===== src/rtl/clk_div_pkg.sv =====
// rtl/clk_div_pkg.sv - shared state encoding and parameter defaults for the clock divider controller
package clk_div_pkg;

  localparam int CNT_W_DEF    = 8;
  localparam int DEF_HALF_DEF = 5;

  typedef enum logic [1:0] {
    ST_IDLE  = 2'd0,
    ST_RUN   = 2'd1,
    ST_DRAIN = 2'd2
  } state_e;

endpackage


===== src/rtl/clk_div_core.sv =====
// rtl/clk_div_core.sv - half-period counter and output toggle; clr dominates and parks the output low
module clk_div_core
  import clk_div_pkg::*;
#(
  parameter int CNT_W = CNT_W_DEF
) (
  input  logic             clk,
  input  logic             run,
  input  logic [CNT_W-1:0] half,
  input  logic             clr,
  output logic             out_clk,
  output logic             boundary
);

  logic [CNT_W-1:0] cnt_q, cnt_d;
  logic             out_clk_q, out_clk_d;

  // half is never zero, so half-1 cannot underflow
  always_comb boundary = run && (cnt_q == (half - CNT_W'(1)));

  always_comb begin
    cnt_d     = cnt_q;
    out_clk_d = out_clk_q;
    if (clr) begin
      cnt_d     = '0;
      out_clk_d = 1'b0;
    end else if (boundary) begin
      cnt_d     = '0;
      out_clk_d = ~out_clk_q;
    end else if (run) begin
      cnt_d = cnt_q + CNT_W'(1);
    end
  end

  always_ff @(posedge clk) begin
    cnt_q     <= cnt_d;
    out_clk_q <= out_clk_d;
  end

  assign out_clk = out_clk_q;

endmodule


===== src/rtl/clk_div_ctrl.sv =====
// rtl/clk_div_ctrl.sv - start/stop FSM and glitch-free half-period reload; CLK_DIV_CTRL_EDGE_CNT_EN adds edge_cnt
module clk_div_ctrl
  import clk_div_pkg::*;
#(
  parameter int CNT_W    = CNT_W_DEF,
  parameter int DEF_HALF = DEF_HALF_DEF
) (
  input  logic             clk,
  input  logic             reset,
  input  logic             en,
  input  logic             cfg_valid,
  input  logic [CNT_W-1:0] cfg_half,
  output logic             cfg_ready,
  output logic             out_clk,
  output logic             edge_pulse,
  output logic             busy
`ifdef CLK_DIV_CTRL_EDGE_CNT_EN
  ,
  output logic [15:0]      edge_cnt
`endif
);

  state_e           state_q, state_d;
  logic [CNT_W-1:0] half_reg_q, half_reg_d;
  logic [CNT_W-1:0] pend_q, pend_d;
  logic             pend_v_q, pend_v_d;
  logic             cfg_ready_q, cfg_ready_d;
  logic             edge_pulse_q, edge_pulse_d;
  logic             core_run, core_clr, core_out, boundary;
  logic             accept, apply;

  clk_div_core #(.CNT_W(CNT_W)) u_core (
    .clk      (clk),
    .run      (core_run),
    .half     (half_reg_q),
    .clr      (core_clr),
    .out_clk  (core_out),
    .boundary (boundary)
  );

  // Stopping during a low phase ends at once; a high phase must finish first.
  always_comb begin
    state_d = state_q;
    case (state_q)
      ST_IDLE:  if (en) state_d = ST_RUN;
      ST_RUN:   if (!en) state_d = (!core_out || boundary) ? ST_IDLE : ST_DRAIN;
      ST_DRAIN: begin
        if (en) state_d = ST_RUN;
        else if (boundary) state_d = ST_IDLE;
      end
      default:  state_d = ST_IDLE;
    endcase
  end

  always_comb begin
    core_run = (state_q != ST_IDLE);
    core_clr = reset || (state_d == ST_IDLE);
    accept   = cfg_valid && cfg_ready_q;
    apply    = pend_v_q && ((state_q == ST_IDLE) || boundary);
  end

  always_comb begin
    half_reg_d   = apply ? pend_q : half_reg_q;
    pend_d       = pend_q;
    pend_v_d     = pend_v_q;
    cfg_ready_d  = cfg_ready_q;
    // a truncated low phase reaches its boundary without toggling
    edge_pulse_d = boundary && ((state_d != ST_IDLE) || core_out);
    if (apply) begin
      pend_v_d    = 1'b0;
      cfg_ready_d = 1'b1;
    end
    if (accept) begin
      pend_d      = (cfg_half == '0) ? CNT_W'(1) : cfg_half;
      pend_v_d    = 1'b1;
      cfg_ready_d = 1'b0;
    end
  end

  always_ff @(posedge clk) begin
    if (reset) begin
      state_q      <= ST_IDLE;
      half_reg_q   <= CNT_W'(DEF_HALF);
      pend_q       <= CNT_W'(DEF_HALF);
      pend_v_q     <= 1'b0;
      cfg_ready_q  <= 1'b1;
      edge_pulse_q <= 1'b0;
    end else begin
      state_q      <= state_d;
      half_reg_q   <= half_reg_d;
      pend_q       <= pend_d;
      pend_v_q     <= pend_v_d;
      cfg_ready_q  <= cfg_ready_d;
      edge_pulse_q <= edge_pulse_d;
    end
  end

`ifdef CLK_DIV_CTRL_EDGE_CNT_EN
  logic [15:0] edge_cnt_q, edge_cnt_d;

  always_comb begin
    edge_cnt_d = edge_cnt_q;
    if (edge_pulse_d && !core_out) edge_cnt_d = edge_cnt_q + 16'd1;
  end

  always_ff @(posedge clk) begin
    if (reset) edge_cnt_q <= 16'd0;
    else       edge_cnt_q <= edge_cnt_d;
  end

  assign edge_cnt = edge_cnt_q;
`endif

  assign cfg_ready  = cfg_ready_q;
  assign out_clk    = core_out;
  assign edge_pulse = edge_pulse_q;
  assign busy       = (state_q != ST_IDLE);

endmodule


===== config.mk =====
export PLATFORM = sky130hd
export DESIGN_NAME = clk_div_ctrl
export DESIGN_NICKNAME = d
export VERILOG_FILES = /design/src/rtl/clk_div_pkg.sv /design/src/rtl/clk_div_core.sv /design/src/rtl/clk_div_ctrl.sv
export SDC_FILE = /design/constraint.sdc
export NUM_CORES = 1
export LEC_CHECK = 0
export ABC_AREA = 1
export BUFFER_PORTS_ARGS = -buffer_cell sky130_fd_sc_hd__buf_2
export CORE_UTILIZATION = 57
export DETAILED_ROUTE_END_ITERATION = 8
export GPL_TIMING_DRIVEN = 0
export PLACE_DENSITY_LB_ADDON = 0.2
export SYNTH_ARGS = -nofsm -noshare
export SYNTH_HDL_FRONTEND = slang
export SYNTH_SLANG_ARGS = --single-unit

===== constraint.sdc =====
create_clock -name clk -period 1.98 [get_ports clk]
set_input_delay 0.198 -clock clk [delete_from_list [all_inputs] [get_ports clk]]
set_output_delay 0.198 -clock clk [all_outputs]
set_load 0.005 [all_outputs]

== After elaboration in Yosys (flattened, before gate mapping) ==
Index checks and enable logic that the tools add are counted.

* Flip-flop bits (word level): 30
* Bits in latches: 0
* Bits in writable memories: 0
* Memory bits (read-only): 0
* Output and inout port bits: 4
* Word-level logic and storage cells: 41
* Memories: 0

* Add/subtract/negate cells: 2
* Multipliers: 0
* Div/mod/pow operators: 0
* Order comparisons: 0
* Equality and inequality tests: 3
* Shifts and indexed selects: 0
* Muxes and demuxes: 11
* Bitwise gates (word level): 1
* Reduce and logical (&&, ||, !) cells: 16

{| class="wikitable"
|+ Operators with widths
! kind !! count
|-
| $mux W2 || 5
|-
| $add A8 B1 Y8 const B || 1
|-
| $eq A8 B8 Y1 || 1
|-
| $logic_not A8 Y1 || 1
|-
| $mux W8 || 1
|-
| $sub A8 B1 Y8 const B || 1
|-
| $pmux W2 S3 || 1
|-
| $reduce_bool A2 Y1 || 3
|-
| $logic_and A1 B1 Y1 || 4
|-
| $logic_not A2 Y1 || 2
|-
| $logic_or A1 B1 Y1 || 4
|-
| $mux W1 || 4
|-
| $eq A2 B1 Y1 const B || 1
|-
| $eq A2 B2 Y1 const B || 1
|-
| $reduce_or A2 Y1 || 1
|-
| $logic_not A1 Y1 || 1
|-
| $not A1 Y1 || 1
|}

== Logic depth before layout (Yosys ltp) ==
Gate-level depths: netlist of run 1.

* Depth in word-level cells: 10
* Gate-level depth with buffers: 16

== Cells and area by module ==
A second synthesis of run 1 with hierarchy kept.

* Cell total of the unflattened synthesis: 234
* Area, all modules: 1584.0 µm²

{| class="wikitable"
|+ Modules (own cells, without submodules)
! module !! times used !! cells each !! area an instance (µm²) !! sequential area each (µm²)
|-
| clk_div_ctrl || 1 || 116 || 853.3 || 420.4
|-
| clk_div_core || 1 || 118 || 730.7 || 180.2
|}

== Worst setup path before layout of run 1 ==
OpenSTA, ideal clock, no wires.

* Path type: reg-to-reg
* Start point: reg half_reg_q[0]
* End point: reg u_core.cnt_q[1]
* Arrival: 1.678 ns
* Required time: 1.861 ns
* Setup slack: 0.183 ns
* Cell stages (with the launch flop): 14
* Cell sequence: dfxtp_1 > inv_2 > ha_1 > xnor2_1 > nor2_1 > nand2_1 > nor2_1 > nand2_1 > nor2_4 > nand3_4 > nand3_4 > nand3_2 > nand3_4 > nor2_2

* Word-level cells in the longest chain between the ends: 10

{| class="wikitable"
|+ Ends and longest elaborated chain
! what !! RTL line !! text
|-
| start: declaration || clk_div_ctrl.sv:24 || <nowiki>logic [CNT_W-1:0] half_reg_q, half_reg_d;</nowiki>
|-
| start signal: assignment || clk_div_ctrl.sv:83 || <nowiki>half_reg_q <= CNT_W'(DEF_HALF);</nowiki>
|-
| start signal: assignment || clk_div_ctrl.sv:90 || <nowiki>half_reg_q <= half_reg_d;</nowiki>
|-
| $sub A8 B1 Y8 * || clk_div_core.sv:19 || <nowiki>always_comb boundary = run && (cnt_q == (half - CNT_W'(1)));</nowiki>
|-
| $eq A8 B8 Y1 * || clk_div_core.sv:19 ||
|-
| $logic_and A1 B1 Y1 * || clk_div_core.sv:19 ||
|-
| $logic_or A1 B1 Y1 || clk_div_ctrl.sv:46 || <nowiki>ST_RUN: if (!en) state_d = (!core_out || boundary) ? ST_IDLE : ST_DRAIN;</nowiki>
|-
| $mux W2 (2 in series) || clk_div_ctrl.sv:46 ||
|-
| $pmux W2 S3 || clk_div_ctrl.sv:44 || <nowiki>case (state_q)</nowiki>
|-
| $logic_not A2 Y1 || clk_div_ctrl.sv:57 || <nowiki>core_clr = reset || (state_d == ST_IDLE);</nowiki>
|-
| $logic_or A1 B1 Y1 || clk_div_ctrl.sv:57 ||
|-
| $reduce_or A2 Y1 (no source line) * || -- ||
|-
| end signal: assignment || clk_div_core.sv:36 || <nowiki>cnt_q <= cnt_d;</nowiki>
|-
| end: declaration || clk_div_core.sv:15 || <nowiki>logic [CNT_W-1:0] cnt_q, cnt_d;</nowiki>
|}

Mark *: on every way between the ends. The rest lies on a longest branch, timed or not.
A chain may end at the register's enable or synchronous reset.

== Final worst setup path of run 1 ==
* Start point: reg half_reg_q[0]
* End point: reg edge_pulse_q, in the netlist edge_pulse

* Word-level cells in the longest chain between the ends: 10

{| class="wikitable"
|+ Ends and longest elaborated chain
! what !! RTL line !! text
|-
| $sub A8 B1 Y8 * || clk_div_core.sv:19 ||
|-
| $eq A8 B8 Y1 * || clk_div_core.sv:19 ||
|-
| $logic_and A1 B1 Y1 * || clk_div_core.sv:19 ||
|-
| $logic_or A1 B1 Y1 || clk_div_ctrl.sv:46 ||
|-
| $mux W2 (2 in series) || clk_div_ctrl.sv:46 ||
|-
| $pmux W2 S3 || clk_div_ctrl.sv:44 ||
|-
| $reduce_bool A2 Y1 || clk_div_ctrl.sv:68 || <nowiki>edge_pulse_d = boundary && ((state_d != ST_IDLE) || core_out);</nowiki>
|-
| $logic_or A1 B1 Y1 || clk_div_ctrl.sv:68 ||
|-
| $logic_and A1 B1 Y1 * || clk_div_ctrl.sv:68 ||
|-
| end signal: assignment || clk_div_ctrl.sv:94 || <nowiki>edge_pulse_q <= edge_pulse_d;</nowiki>
|-
| end: declaration || clk_div_ctrl.sv:28 || <nowiki>logic edge_pulse_q, edge_pulse_d;</nowiki>
|}

Marks and branches as above.

==> metrics.cfg, run 1 <==
[routing]
route.vias.total=1426
drt-initial-drc-count=45
wirelength_mm=3.53
first_pass_iters=4
remaining_drc_errors=0
vias_per_cell=5.34
drtAntennaViolNets=0
post_drt_wl_per_cell_um=13.2

[placed_design]
dp_cells=248
globalplace.congestion=0.859
hpwl_mm=2.36
portBuffers=15

[worst_hold_path]
min_to=pend_v_q
hold_path_startpoint=reset
min_delay_path_depth=2
hp-class=input pin to flop

[clock_tree]
cts.path.max_buffers=2
cts_tree=yes
clk_latency_ns=0.34
clock-root-buffer=clkbuf_4
numCtsBuffers=5
cts_max_level=2
clkTransAtPathRegs_ns=0.10
clkSinkCount=30

[layout]
stdcell_count=267
syn2layout_area_growth_pct=21.6
antenna_cells=0
multi_input_comb_area_um2=867
fin_nets=250
fillers=195
drive_gt1_frac=0.287
final_util=0.736
seq_area_um2=603

[critical_path]
reg2reg_depth=14
r2r_slack_ns=0.004
max_stage_delay_ns=0.37
r2r_end=edge_pulse
cp_num_buf_inv=3
endpoint_kind=flop
crit_path_frequent_cell=nand2_1
r2r_start=half_reg_q[0]
path_class=flop to flop
critPathRequiredTime_ns=2.23
critPathArrivalTime_ns=2.23
path_delay_family=simple AND/OR/NAND/NOR gates
critPathMaxFanout=3
worstPathCellList=inv_4 -> ha_4 -> xnor2_1 -> nor2_1 -> nand2_1 -> nor2_1 -> nand2_1 -> nor2_4 -> nand3_4 -> nand3_4 -> buf_4 -> nand4_1 -> nand2_1 -> inv_1
slowest_stage=dfxtp_2
critPathLaunchType=flop

[timing]
finalSetupViolations=0
hold_violations=0
drv_slew=0
fmax_ghz=0.506
maxSlewHeadroom=0.617
rsz0062_at_grt=yes
post-route-min-period_ns=1.98
period_share=0.998
finClkSkew_ns=0.0110
worstMarginPinSlew_ns=0.568

[yosys]
synth_cell_types=27
synth_top_family_by_area=simple AND/OR/NAND/NOR gates
synthSimpleGateAreaFrac=0.360
synth.cell_area_um2=1500
synthMuxAreaShare=0
synth_xor_area_frac=0.0584
syn_area_per_cell_um2=7.38
synthAdderAreaFrac=0.0167
syn-num-nets=217
synth_compound_area_frac=0.0985
ys_seq_area_frac=0.401
syn_inst=203
synth_seq_cells=30
yosys_warnings=0

[global_route]
grt_overflow=0
grt_use_total=0.273
antenna_found_initial=0
grt_pass1_vias=1287
grt_max_degree=11
grt_pass1_wl_mm=5.40

[power_and_ir_drop]
p_seq_frac=0.520
switching_share=0.306
comb_power_share=0.170
switchingPower_w=0.000392
ir_drop_v=0.000624
clkPwrFrac=0.310
p_leak_nw=0.765
power_density_nw_per_um2=702
internal_power_w=0.000889

[flow_run]
max_cap_viol_count=0

[floorplanning]
coreArea_um2=2480
rows=18
io_pins=16
die_w_um=53.3
die_h_um=53.3
die_area_um2=2840
start_util=0.605

[outcome]
status=completed

cells in the final DEF, fill, tap and decap left out, drive strengths merged, types with 2 or more instances in the layout:
cell / instances
a21oi: 7
buf: 25
clkbuf: 8
clkinv: 3
dfxtp: 30
ha: 2
inv: 21
nand2: 41
nand3: 16
nor2: 43
nor3: 4
nor4: 2
o211ai: 3
o21ai: 18
xnor2: 4
xor2: 6
synthesized netlist by cell type:
| library cell | count | area share |
|---|---|---|
| nor4_1 | 2 | 0.0083 |
| nand2_2 | 3 | 0.013 |
| inv_2 | 3 | 0.0075 |
| and3_1 | 1 | 0.0042 |
| xor2_1 | 6 | 0.035 |
| nand2_1 | 36 | 0.090 |
| nand4_1 | 1 | 0.0042 |
| o21ai_0 | 15 | 0.050 |
| a21oi_1 | 7 | 0.023 |
| clkinv_1 | 1 | 0.0025 |
| ha_1 | 2 | 0.017 |
| o21ai_1 | 3 | 0.010 |
| dfxtp_1 | 30 | 0.40 |
| clkinv_4 | 1 | 0.0058 |
| nand3b_1 | 1 | 0.0050 |
| nand3_1 | 12 | 0.040 |
| nand2_4 | 1 | 0.0075 |
| nor2_1 | 30 | 0.075 |
| xnor2_1 | 4 | 0.023 |
| nor2_4 | 1 | 0.0075 |
| nor3_1 | 4 | 0.013 |
| nand3_4 | 3 | 0.035 |
| nand3_2 | 1 | 0.0067 |
| inv_1 | 18 | 0.045 |
| nor2_2 | 12 | 0.050 |
| o211ai_1 | 3 | 0.015 |
| clkbuf_1 | 2 | 0.0050 |
power by group through the flow:
stage	combinational, W	clock [W]	sequential [W]
after floorplan	0.000139	0	0.000669
after global placement	0.000179	0	0.000672
after detailed placement	0.000184	0	0.000674
after CTS	0.000196	0.000408	0.000660
after global routing	0.000241	0.000430	0.000670
final	0.000218	0.000397	0.000665
timing repair:
item	in CTS	in global routing
pin swaps	5	7
gates cloned	0	1
hold buffers	0	0
setup buffers	6	4
resized for setup	7	15
hold endpoints to repair	0	0
setup endpoints to repair	12	19
per-layer routing:
metal	global-route usage	vias up	part of all wire
met2	0.492	38	0.52
met1	0.291	663	0.41
met3	0.0632	8	0.055
met4	0.140	0	0.021
met5	0	-	0
li1	-	717	-
worst max path at each step:
| stage | cells past startpoint | slack (ns) | startpoint | endpoint |
|---|---|---|---|---|
| 2_1_floorplan | 13 | 0.18 | half_reg_q[0] | u_core.cnt_q[1] |
| 3_3_place_gp | 13 | -0.03 | half_reg_q[0] | u_core.cnt_q[1] |
| 3_5_place_dp | 13 | -0.03 | half_reg_q[0] | u_core.cnt_q[1] |
| 4_1_cts | 14 | 0.004 | half_reg_q[1] | edge_pulse |
| 5_1_grt | 15 | -0.08 | half_reg_q[0] | u_core.cnt_q[3] |
| 6_report | 14 | 0.004 | half_reg_q[0] | edge_pulse |
state kept, by name, summed over array words and instances (netlist names):
register	cells
pend_v_q	1
edge_pulse	1
half_reg_q	8
u_core.out_clk	1
pend_q	8
cfg_ready	1
state_q	2
u_core.cnt_q	8
area by class of cell:
type                    count  share of cell area
multi-input cells         149               0.476
flip-flops and latches     30               0.331
repair buffers             25              0.0824
inverters                  23              0.0515
clock buffers               6              0.0281
well taps                  30              0.0206
clock inverters             2             0.00686
plain buffers               2             0.00412
logic make-up after synthesis:
logic type | count (synthesis)
AO/OA/AOI/OAI | 28
flip-flops | 30
adder cells (fa/ha/maj) | 2
XOR/XNOR | 10
buffers and inverters | 25
AND/OR/NAND/NOR | 108
stage by stage:
stage          hold WS, ns  area, um^2  setup TNS [ns]  setup WS (ns)  power (W)
6_report            0.0654        1820               0        0.00449    0.00128
5_1_grt             0.0628        1820           -1.02        -0.0793    0.00134
4_1_cts             0.0508        1750               0        0.00411    0.00126
3_5_place_dp         0.418        1610          -0.206        -0.0279   0.000858
3_3_place_gp         0.420        1610          -0.216        -0.0270   0.000851
2_1_floorplan        0.267        1500               0          0.183   0.000808
(Power assumes the default switching activity.)
==> inputs of run 2 (changes only) <==
Settings changed: CTS_CLUSTER_DIAMETER from default to 60.
Clock period 1.98 ns to 2.03 ns, I/O delays scaled along.
==> metrics.cfg, run 2 (same netlist as run 1, synthesis figures left out) <==
[layout]
stdcell_count=264  ; -1.1%
multi_input_comb_area_um2=838  ; -3.3%
final_cell_mix=nand2_1 (35), nor2_1 (29), dfxtp_1 (28), inv_1 (17), buf_2 (15)
fin_nets=247  ; -1.2%
drive_gt1_frac=0.269  ; -0.0177
syn2layout_area_growth_pct=18.9
fillers=204  ; +4.6%
final_util=0.720  ; -0.0162
largestRegisters=half_reg_q x8, pend_q x8, u_core.cnt_q x8
layout_commonest_cell=nand2_1
antenna_cells=0  ; unchanged
seq_area_um2=603  ; unchanged

[timing]
post-route-min-period_ns=1.97  ; -0.00287 ns
period_share=0.972  ; -0.0260
worstMarginPinSlew_ns=0.575  ; +0.00689 ns
drv_slew=0  ; unchanged
finalSetupViolations=0  ; unchanged
whs_ns=0.0667  ; +0.00125 ns
fmax_ghz=0.507  ; +0.15%
maxSlewHeadroom=0.613  ; -0.00465
hold_violations=0  ; unchanged
layout_setup_ws_ns=0.0574  ; +0.0529 ns
finClkSkew_ns=0.0128  ; +0.00179 ns

[power_and_ir_drop]
p_seq_frac=0.521  ; about the same
clkPwrFrac=0.316  ; +0.006
comb_power_share=0.163  ; -0.007
internal_power_w=0.000865  ; -2.6%
ir_drop_v=0.000617  ; -1.1%
p_leak_nw=0.746  ; -2.4%
switchingPower_w=0.000375  ; -4.1%
switching_share=0.303  ; -0.00332
power_density_nw_per_um2=696  ; -0.92%

[routing]
remaining_drc_errors=0  ; unchanged
vias_per_cell=5.27  ; -1.3%
first_pass_iters=5  ; +1
drtAntennaViolNets=0  ; unchanged
wirelength_mm=3.35  ; -5.3%
post_drt_wl_per_cell_um=12.7  ; -4.2%
route.vias.total=1391  ; -2.5%
drt-initial-drc-count=49  ; +8.9%

[clock_tree]
clock-root-buffer=clkbuf_4
cts.path.max_buffers=2  ; unchanged
clkSinkCount=30  ; unchanged
cts_max_level=2  ; unchanged
clk_latency_ns=0.35  ; about the same
cts_tree=yes
clkTransAtPathRegs_ns=0.10  ; about the same
numCtsBuffers=5  ; unchanged

[placed_design]
portBuffers=15  ; unchanged
hpwl_mm=2.36  ; unchanged
globalplace.congestion=0.859  ; unchanged
dp_cells=248  ; unchanged
pre_cts_slack_ns=0.0221  ; +0.0500 ns

[global_route]
antenna_found_initial=0  ; unchanged
grt_pass1_wl_mm=5.23  ; -3.1%
grt_use_total=0.266  ; -0.00778
grt_pass1_vias=1265  ; -1.7%
grt_max_degree=11  ; unchanged
grt_overflow=0  ; unchanged

[worst_hold_path]
hold_path_startpoint=reset
min_delay_path_depth=2  ; unchanged
min_to=pend_v_q
hp-class=input pin to flop

[critical_path]
critPathMaxFanout=4  ; +1
critPathArrivalTime_ns=2.22  ; about the same
critPathLaunchType=flop
r2r_slack_ns=0.06  ; +0.05 ns
r2r_end=u_core.out_clk
r2r_start=half_reg_q[0]
startpoint=half_reg_q[0]
critPathRequiredTime_ns=2.28  ; +0.05 ns
path_class=flop to flop
reg2reg_depth=12  ; -2
endpoint_kind=flop

[floorplanning]
die_w_um=53.3  ; unchanged
die_h_um=53.3  ; unchanged
rows=18  ; unchanged
die_area_um2=2840  ; unchanged
io_pins=16  ; unchanged
start_util=0.605  ; unchanged
coreArea_um2=2480  ; unchanged

[flow_run]
max_cap_viol_count=0  ; unchanged

[outcome]
status=completed

[run 2: changes by cell type in the layout (fill, tap and decap cells not counted), sizes merged]
cell,before,now
buf,25,23
nand2,41,40
[run 2: power groups by stage]
stage	sequential, W	combinational (W)	clock (W)
floorplan	0.000652	0.000136	0
global placement	0.000655	0.000175	0
detailed placement	0.000657	0.000179	0
CTS	0.000644	0.000182	0.000398
global route	0.000651	0.000224	0.000420
finish	0.000647	0.000202	0.000392
[run 2: per-stage QoR]
step | instance area (um^2) | setup TNS [ns] | power (W)
after floorplan | 1500 | 0 | 0.000788
after global placement | 1610 | 0 | 0.000830
after detailed placement | 1610 | 0 | 0.000837
after CTS | 1680 | 0 | 0.00122
after global routing | 1780 | -0.619 | 0.00130
final | 1780 | 0 | 0.00124
[run 2: worst max-delay path by stage]
| stage | end | depth (start not counted) |
|---|---|---|
| floorplan | u_core.cnt_q[1] | 13 |
| global placement | u_core.cnt_q[1] | 13 |
| detailed placement | u_core.cnt_q[1] | 13 |
| CTS | u_core.cnt_q[3] | 13 |
| global route | u_core.cnt_q[3] | 15 |
| finish | u_core.out_clk | 12 |
[run 2: routing by layer]
metal	global-route usage	part of all wire
met1	0.283	0.42
met2	0.475	0.52
met3	0.0603	0.057
met4	0.145	0.0087
met5	0	0
[run 2: final cells by class]
cell class	instances	area share
inverters	23	0.0526
repair buffers	23	0.0779
clock inverters	2	0.00702
flip-flops and latches	30	0.338
well taps	30	0.0211
clock buffers	6	0.0288
multi-input cells	148	0.470
plain buffers	2	0.00421
[run 2: worst max-delay path, cell delays in order (launching register included)]
cell	delay (ns)
dfxtp_2	0.39
inv_4	0.06
ha_4	0.21
xnor2_1	0.12
nor2_1	0.13
nand2_1	0.06
nor2_1	0.09
nand2_1	0.09
nor2_4	0.17
nand3_4	0.12
buf_6	0.14
xor2_1	0.13
and3_1	0.17
[run 2: what timing repair did]
action / in CTS / in global routing
hold endpoints to repair: 0 / 0
gates resized for setup: 3 / 14
hold buffers: 0 / 0
buffers inserted: 0 / 8
setup endpoints to repair: 9 / 19
pin swaps: 0 / 7
